[config.mk]
export PLATFORM = sky130hd
export DESIGN_NAME = rr_arb7
export DESIGN_NICKNAME = d
export VERILOG_FILES = /design/src/rtl/rr_arb7_pkg.sv /design/src/rtl/mux7.sv /design/src/rtl/rr_arb7.sv
export SDC_FILE = /design/constraint.sdc
export NUM_CORES = 1
export LEC_CHECK = 0
export ABC_AREA = 1
export BUFFER_PORTS_ARGS = -buffer_cell sky130_fd_sc_hd__buf_4
export CAP_MARGIN = 30
export CORE_MARGIN = 10
export CORE_UTILIZATION = 25
export DETAILED_ROUTE_END_ITERATION = 8
export SLEW_MARGIN = 20
export SYNTH_ARGS = -nofsm -noshare
export SYNTH_HDL_FRONTEND = slang
export SYNTH_SLANG_ARGS = --single-unit
export TNS_END_PERCENT = 100
[constraint.sdc]
create_clock -name clk -period 7.68 [get_ports clk]
set_input_delay 0 -clock clk [delete_from_list [all_inputs] [get_ports clk]]
set_output_delay 0 -clock clk [all_outputs]
set_load 0.01 [all_outputs]
[src/rtl/rr_arb7_pkg.sv]
// rr_arb7 shared types: requester count, lock FSM states, pointer type.
// Pointer helpers used by the arbiter.
package rr_arb7_pkg;

  localparam int NREQ = 7;

  typedef enum logic {
    IDLE   = 1'b0,
    LOCKED = 1'b1
  } state_t;

  typedef logic [2:0] ptr_t;

  function automatic ptr_t ptr_inc(ptr_t p);
    return (p == ptr_t'(NREQ - 1)) ? '0 : p + 3'd1;
  endfunction

  function automatic ptr_t oh2idx(logic [NREQ-1:0] oh);
    ptr_t r;
    r = '0;
    for (int i = 0; i < NREQ; i++)
      if (oh[i]) r = ptr_t'(i);
    return r;
  endfunction

endpackage

[src/rtl/mux7.sv]
// Common 7-input one-hot AND-OR mux cell.
// Selects are assumed one-hot or zero; zero selects give zero.
module mux7 #(
  parameter int DW = 32
) (
  input  logic          sel6,
  input  logic          sel5,
  input  logic          sel4,
  input  logic          sel3,
  input  logic          sel2,
  input  logic          sel1,
  input  logic          sel0,
  input  logic [DW-1:0] d6,
  input  logic [DW-1:0] d5,
  input  logic [DW-1:0] d4,
  input  logic [DW-1:0] d3,
  input  logic [DW-1:0] d2,
  input  logic [DW-1:0] d1,
  input  logic [DW-1:0] d0,
  output logic [DW-1:0] y
);

  assign y = ({DW{sel6}} & d6) | ({DW{sel5}} & d5)
           | ({DW{sel4}} & d4) | ({DW{sel3}} & d3)
           | ({DW{sel2}} & d2) | ({DW{sel1}} & d1)
           | ({DW{sel0}} & d0);

endmodule

[src/rtl/rr_arb7.sv]
// 7-way round-robin arbiter with registered output slice.
// Define RR_ARB7_LOCK_EN to hold the grant for multi-beat packets.
module rr_arb7
  import rr_arb7_pkg::*;
#(
  parameter int DW = 32
) (
  input  logic              clk,
  input  logic              nreset,
  input  logic [NREQ-1:0]   in_valid,
  input  logic [NREQ*DW-1:0] in_data,
`ifdef RR_ARB7_LOCK_EN
  input  logic [NREQ-1:0]   in_last,
`endif
  output logic [NREQ-1:0]   in_ready,
  output logic              out_valid,
  input  logic              out_ready,
  output logic [DW-1:0]     out_data,
  output logic              out_last,
  output logic [NREQ-1:0]   out_sel
);

  ptr_t            ptr;
  ptr_t            idx;
  ptr_t            gnt_idx;
  logic            found;
  logic [NREQ-1:0] rr_gnt;
  logic [NREQ-1:0] gnt;
  logic            load;
  logic            xfer;
  logic            xfer_last;
  logic [DW-1:0]   mux_y;

  // Rotating priority search starting at ptr
  always_comb begin
    rr_gnt = '0;
    found  = 1'b0;
    idx    = ptr;
    for (int k = 0; k < NREQ; k++) begin
      if (!found && in_valid[idx]) begin
        rr_gnt[idx] = 1'b1;
        found       = 1'b1;
      end
      idx = ptr_inc(idx);
    end
  end

`ifdef RR_ARB7_LOCK_EN
  state_t state;
  state_t state_nxt;
  ptr_t   owner;

  // Lock state register
  always_ff @(posedge clk) begin
    if (!nreset) state <= IDLE;
    else         state <= state_nxt;
  end

  // Record the packet owner on its first non-final beat
  always_ff @(posedge clk) begin
    if (!nreset)
      owner <= '0;
    else if (state == IDLE && xfer && !xfer_last)
      owner <= gnt_idx;
  end

  // Lock next-state
  always_comb begin
    state_nxt = state;
    unique case (state)
      IDLE:   if (xfer && !xfer_last) state_nxt = LOCKED;
      LOCKED: if (xfer && xfer_last)  state_nxt = IDLE;
      default: state_nxt = IDLE;
    endcase
  end

  // Grant: owner only while locked, else round-robin
  always_comb begin
    gnt = rr_gnt;
    if (state == LOCKED) begin
      gnt        = '0;
      gnt[owner] = 1'b1;
    end
  end

  assign xfer_last = |(in_last & gnt);
`else
  assign gnt       = rr_gnt;
  assign xfer_last = 1'b1;
`endif

  assign load     = !out_valid || out_ready;
  assign in_ready = gnt & {NREQ{load & nreset}};
  assign xfer     = |(in_valid & in_ready);
  assign gnt_idx  = oh2idx(gnt);

  mux7 #(.DW(DW)) u_mux (
    .sel6 (gnt[6]),
    .sel5 (gnt[5]),
    .sel4 (gnt[4]),
    .sel3 (gnt[3]),
    .sel2 (gnt[2]),
    .sel1 (gnt[1]),
    .sel0 (gnt[0]),
    .d6   (in_data[6*DW +: DW]),
    .d5   (in_data[5*DW +: DW]),
    .d4   (in_data[4*DW +: DW]),
    .d3   (in_data[3*DW +: DW]),
    .d2   (in_data[2*DW +: DW]),
    .d1   (in_data[1*DW +: DW]),
    .d0   (in_data[0*DW +: DW]),
    .y    (mux_y)
  );

  // Output slice: load on free slot or drain, hold on stall
  always_ff @(posedge clk) begin
    if (!nreset) begin
      out_valid <= 1'b0;
      out_data  <= '0;
      out_sel   <= '0;
      out_last  <= 1'b0;
    end else if (load) begin
      out_valid <= xfer;
      if (xfer) begin
        out_data <= mux_y;
        out_sel  <= gnt;
        out_last <= xfer_last;
      end else begin
        out_sel  <= '0;
      end
    end
  end

  // Advance pointer past the winner after a packet-final beat
  always_ff @(posedge clk) begin
    if (!nreset)
      ptr <= '0;
    else if (xfer && xfer_last)
      ptr <= ptr_inc(gnt_idx);
  end

endmodule

==> flow_summary.yaml <==
status:
  status: "complete, no violations"
route:
  route.detailed.wl_per_inst_um: 17.6
  routed_via_density: 4.70
  ant_nets: 0
  drt_wl_total_um: 25100
  via_count: 6725
  first_pass_iters: 7
  drtIter0Drc: 531
  drcViolationCount: 0
power:
  power_density_nw_per_um2: 385
  p_int_w: 0.00116
  netSwitchingFraction: 0.584
  clkPwrFrac: 0.086
  peakVddDrop_mv: 0.168
  switching_power_w: 0.00163
  pwr-share-comb: 0.791
  power_frac_seq: 0.123
  p_leak_nw: 3.83
global_routing:
  first_global_vias: 6561
  antenna_found_initial: 1
  grt_max_degree: 46
  grt.total_usage: 0.185
  grt_pass1_wl_um: 37800
  gr-total-overflow: 0
sta:
  whs_ns: 0.0506
  worst_slew_pin_slew_ns: 0.835
  fin_skew_ns: 0.00502
  relSlewSlack: 0.441
  max_freq_mhz: 196
  maxSlewViolCount: 0
  setup_tns_ns: 0
  finalHoldViolations: 0
  setup_violations: 0
  timing.final.crit_share: 0.663
  finalCriticalPeriod_ns: 5.10
  fin_ws_ns: 2.58
  rsz0062_at_grt: "false"
critical_path:
  critPathLaunchType: "flop"
  cp-end-kind: "flop"
  cp_slowest_stage_delay_ns: 0.78
  cp.buffers_inverters: 3
  critPathKind: "flop to flop"
  cpMaxStageDelayCell: "dfxtp_1"
  crit_chain: "inv_2 > ha_1 > inv_2 > nor2_2 > ha_1 > nand2_2 > nand2_2 > nand2_1 > nand2_1 > nand3_1 > nand2_1 > nand2_1 > nand4_1 > nand2_2 > nand2_1 > nor2_2 > nor2_4 > nand2_8 > inv_4 > nor2_1 > nor2_1"
  critPathMaxFanout: 45
  crit_required_ns: 7.85
  crit_family: "simple AND/OR/NAND/NOR gates"
  arrival_ns: 5.26
  worst_path_most_repeated_cell: "nand2_1"
synthesis:
  ys_seq_area_frac: 0.182
  postSynthAreaPerCell_um2: 5.29
  syn_inst: 914
  syn_area_um2: 4830
  synthDistinctLibCells: 30
  ys_ff_latch: 44
  yosysWarnings: 0
  syn-num-nets: 1161
final_layout:
  syn2layout_area_growth_pct: 49.9
  drive_gt1_frac: 0.300
  layout.nets: 1417
placement:
  dp_hpwl_um: 20500
  port_buffers: 281
  gp_congestion: 0.956
  pre_cts_ws_ns: 2.69
clock_tree:
  hold_buffers: 0
  clk_pin_slew_ns: 0.06
  numCtsBuffers: 5
  postCtsResizedCells: 0
  cts_sinks: 44
  cts_buffer_depth: 2
  clk_latency_ns: 0.28
  h-tree-depth: 2
  cts_setup_buffers: 0
  cts_tree: "done"
  cts_root_buffer: "clkbuf_16"
floorplan:
  chipWidth_um: 159
  coreArea_um2: 18800
  rows: 50
  initial_core_util: 0.257
  dieArea_um2: 25300
  io-pin-count: 282
  die_y_um: 159
min_path:
  min_path_type: "input port to flop"
job:
  max-cap-violations: 0
worst reg2reg max path, cell delays in order (launching register included):
cell and delay, ns:
dfxtp_1 0.78, inv_2 0.23, ha_1 0.53, inv_2 0.11
nor2_2 0.21, ha_1 0.31, nand2_2 0.12, nand2_2 0.09
nand2_1 0.14, nand2_1 0.07, nand3_1 0.08, nand2_1 0.07
nand2_1 0.21, nand4_1 0.15, nand2_2 0.61, nand2_1 0.29
nor2_2 0.21, nor2_4 0.09, nand2_8 0.23, inv_4 0.24
nor2_1 0.17, nor2_1 0.06
power groups by stage:
stage          logic, W  clock network [W]  registers (W)
2_1_floorplan   0.00155                  0       0.000351
3_3_place_gp    0.00223                  0       0.000345
3_5_place_dp    0.00223                  0       0.000346
4_1_cts         0.00223           0.000244       0.000342
5_1_grt         0.00247           0.000250       0.000349
6_report        0.00221           0.000239       0.000343
state kept, by name, indices dropped and copies added (netlist names):
signal / count
out_data: 32
out_valid: 1
out_last: 1
out_sel: 7
ptr: 3
cells in the mapped netlist, drive strengths merged:
cell type / n / share of area
nand2: 388 / 0.32
nor2: 153 / 0.13
buf: 28 / 0.038
dfxtp: 44 / 0.18
nand4: 14 / 0.018
o21ai: 45 / 0.047
clkbuf: 7 / 0.0054
a21oi: 17 / 0.018
nor3: 3 / 0.0031
nand3: 144 / 0.16
inv: 54 / 0.042
ha: 13 / 0.034
or2: 1 / 0.0013
nand3b: 2 / 0.0031
clkinv: 1 / 0.00078
layer usage:
layer,vias up,wire length [um],GRT usage
met5,-,0,0
met4,0,714,0.0569
met3,37,1800,0.0454
met2,299,12500,0.326
met1,2960,10200,0.215
li1,3429,-,-
logic make-up after synthesis:
kind of cell / share of synthesized area
and+or+nand+nor: 0.632
AOI/OAI and AO/OA: 0.0658
adders and majority gates: 0.0337
DFF: 0.182
buffers and inverters: 0.0867
metrics by stage:
| step | util | power, W | area, um2 | instances |
|---|---|---|---|---|
| after detailed placement | 0.376 | 0.00257 | 7080 | 1423 |
| after global placement | 0.376 | 0.00257 | 7080 | 1423 |
| after global routing | 0.385 | 0.00307 | 7250 | 1432 |
| after CTS | 0.385 | 0.00282 | 7240 | 1431 |
| after floorplan | - | 0.00191 | 4830 | 914 |
| final | 0.385 | 0.00279 | 7250 | 1432 |
path summary, 6_finish.rpt:
kind | from | end | slack (ns) | depth (start not counted)
worst max-delay path | ptr[1]$_SDFFE_PN0N_ | out_data[3]$_SDFFE_PN0P_ | 2.58 | 21
worst min-delay path | in_data[93] | out_data[29]$_SDFFE_PN0P_ | 0.05 | 5
worst max register to register | ptr[1]$_SDFFE_PN0N_ | out_data[3]$_SDFFE_PN0P_ | 2.58 | 21
worst min register to register | out_sel[1]$_SDFFE_PN0N_ | out_sel[1]$_SDFFE_PN0N_ | 0.47 | 2
layout by cell type (no fill, tap or decap), drive strengths merged, types with 6 or more instances in the layout:
cell	Yosys	layout
a21oi	17	17
buf	28	284
clkbuf	7	6
dfxtp	44	44
ha	13	13
inv	54	54
nand2	388	388
nand3	144	144
nand4	14	14
nor2	153	153
o21ai	45	45
final cells by class:
type                    count  area [um2]
flip-flops and latches     44         881
clock buffers               6         129
inverters                  55         209
diodes                      1        2.50
well taps                 260         325
fillers                  2108       11600
clock inverters             2        35.0
repair buffers            284        2130
multi-input cells         780        3530
(Power assumes the default switching activity.)
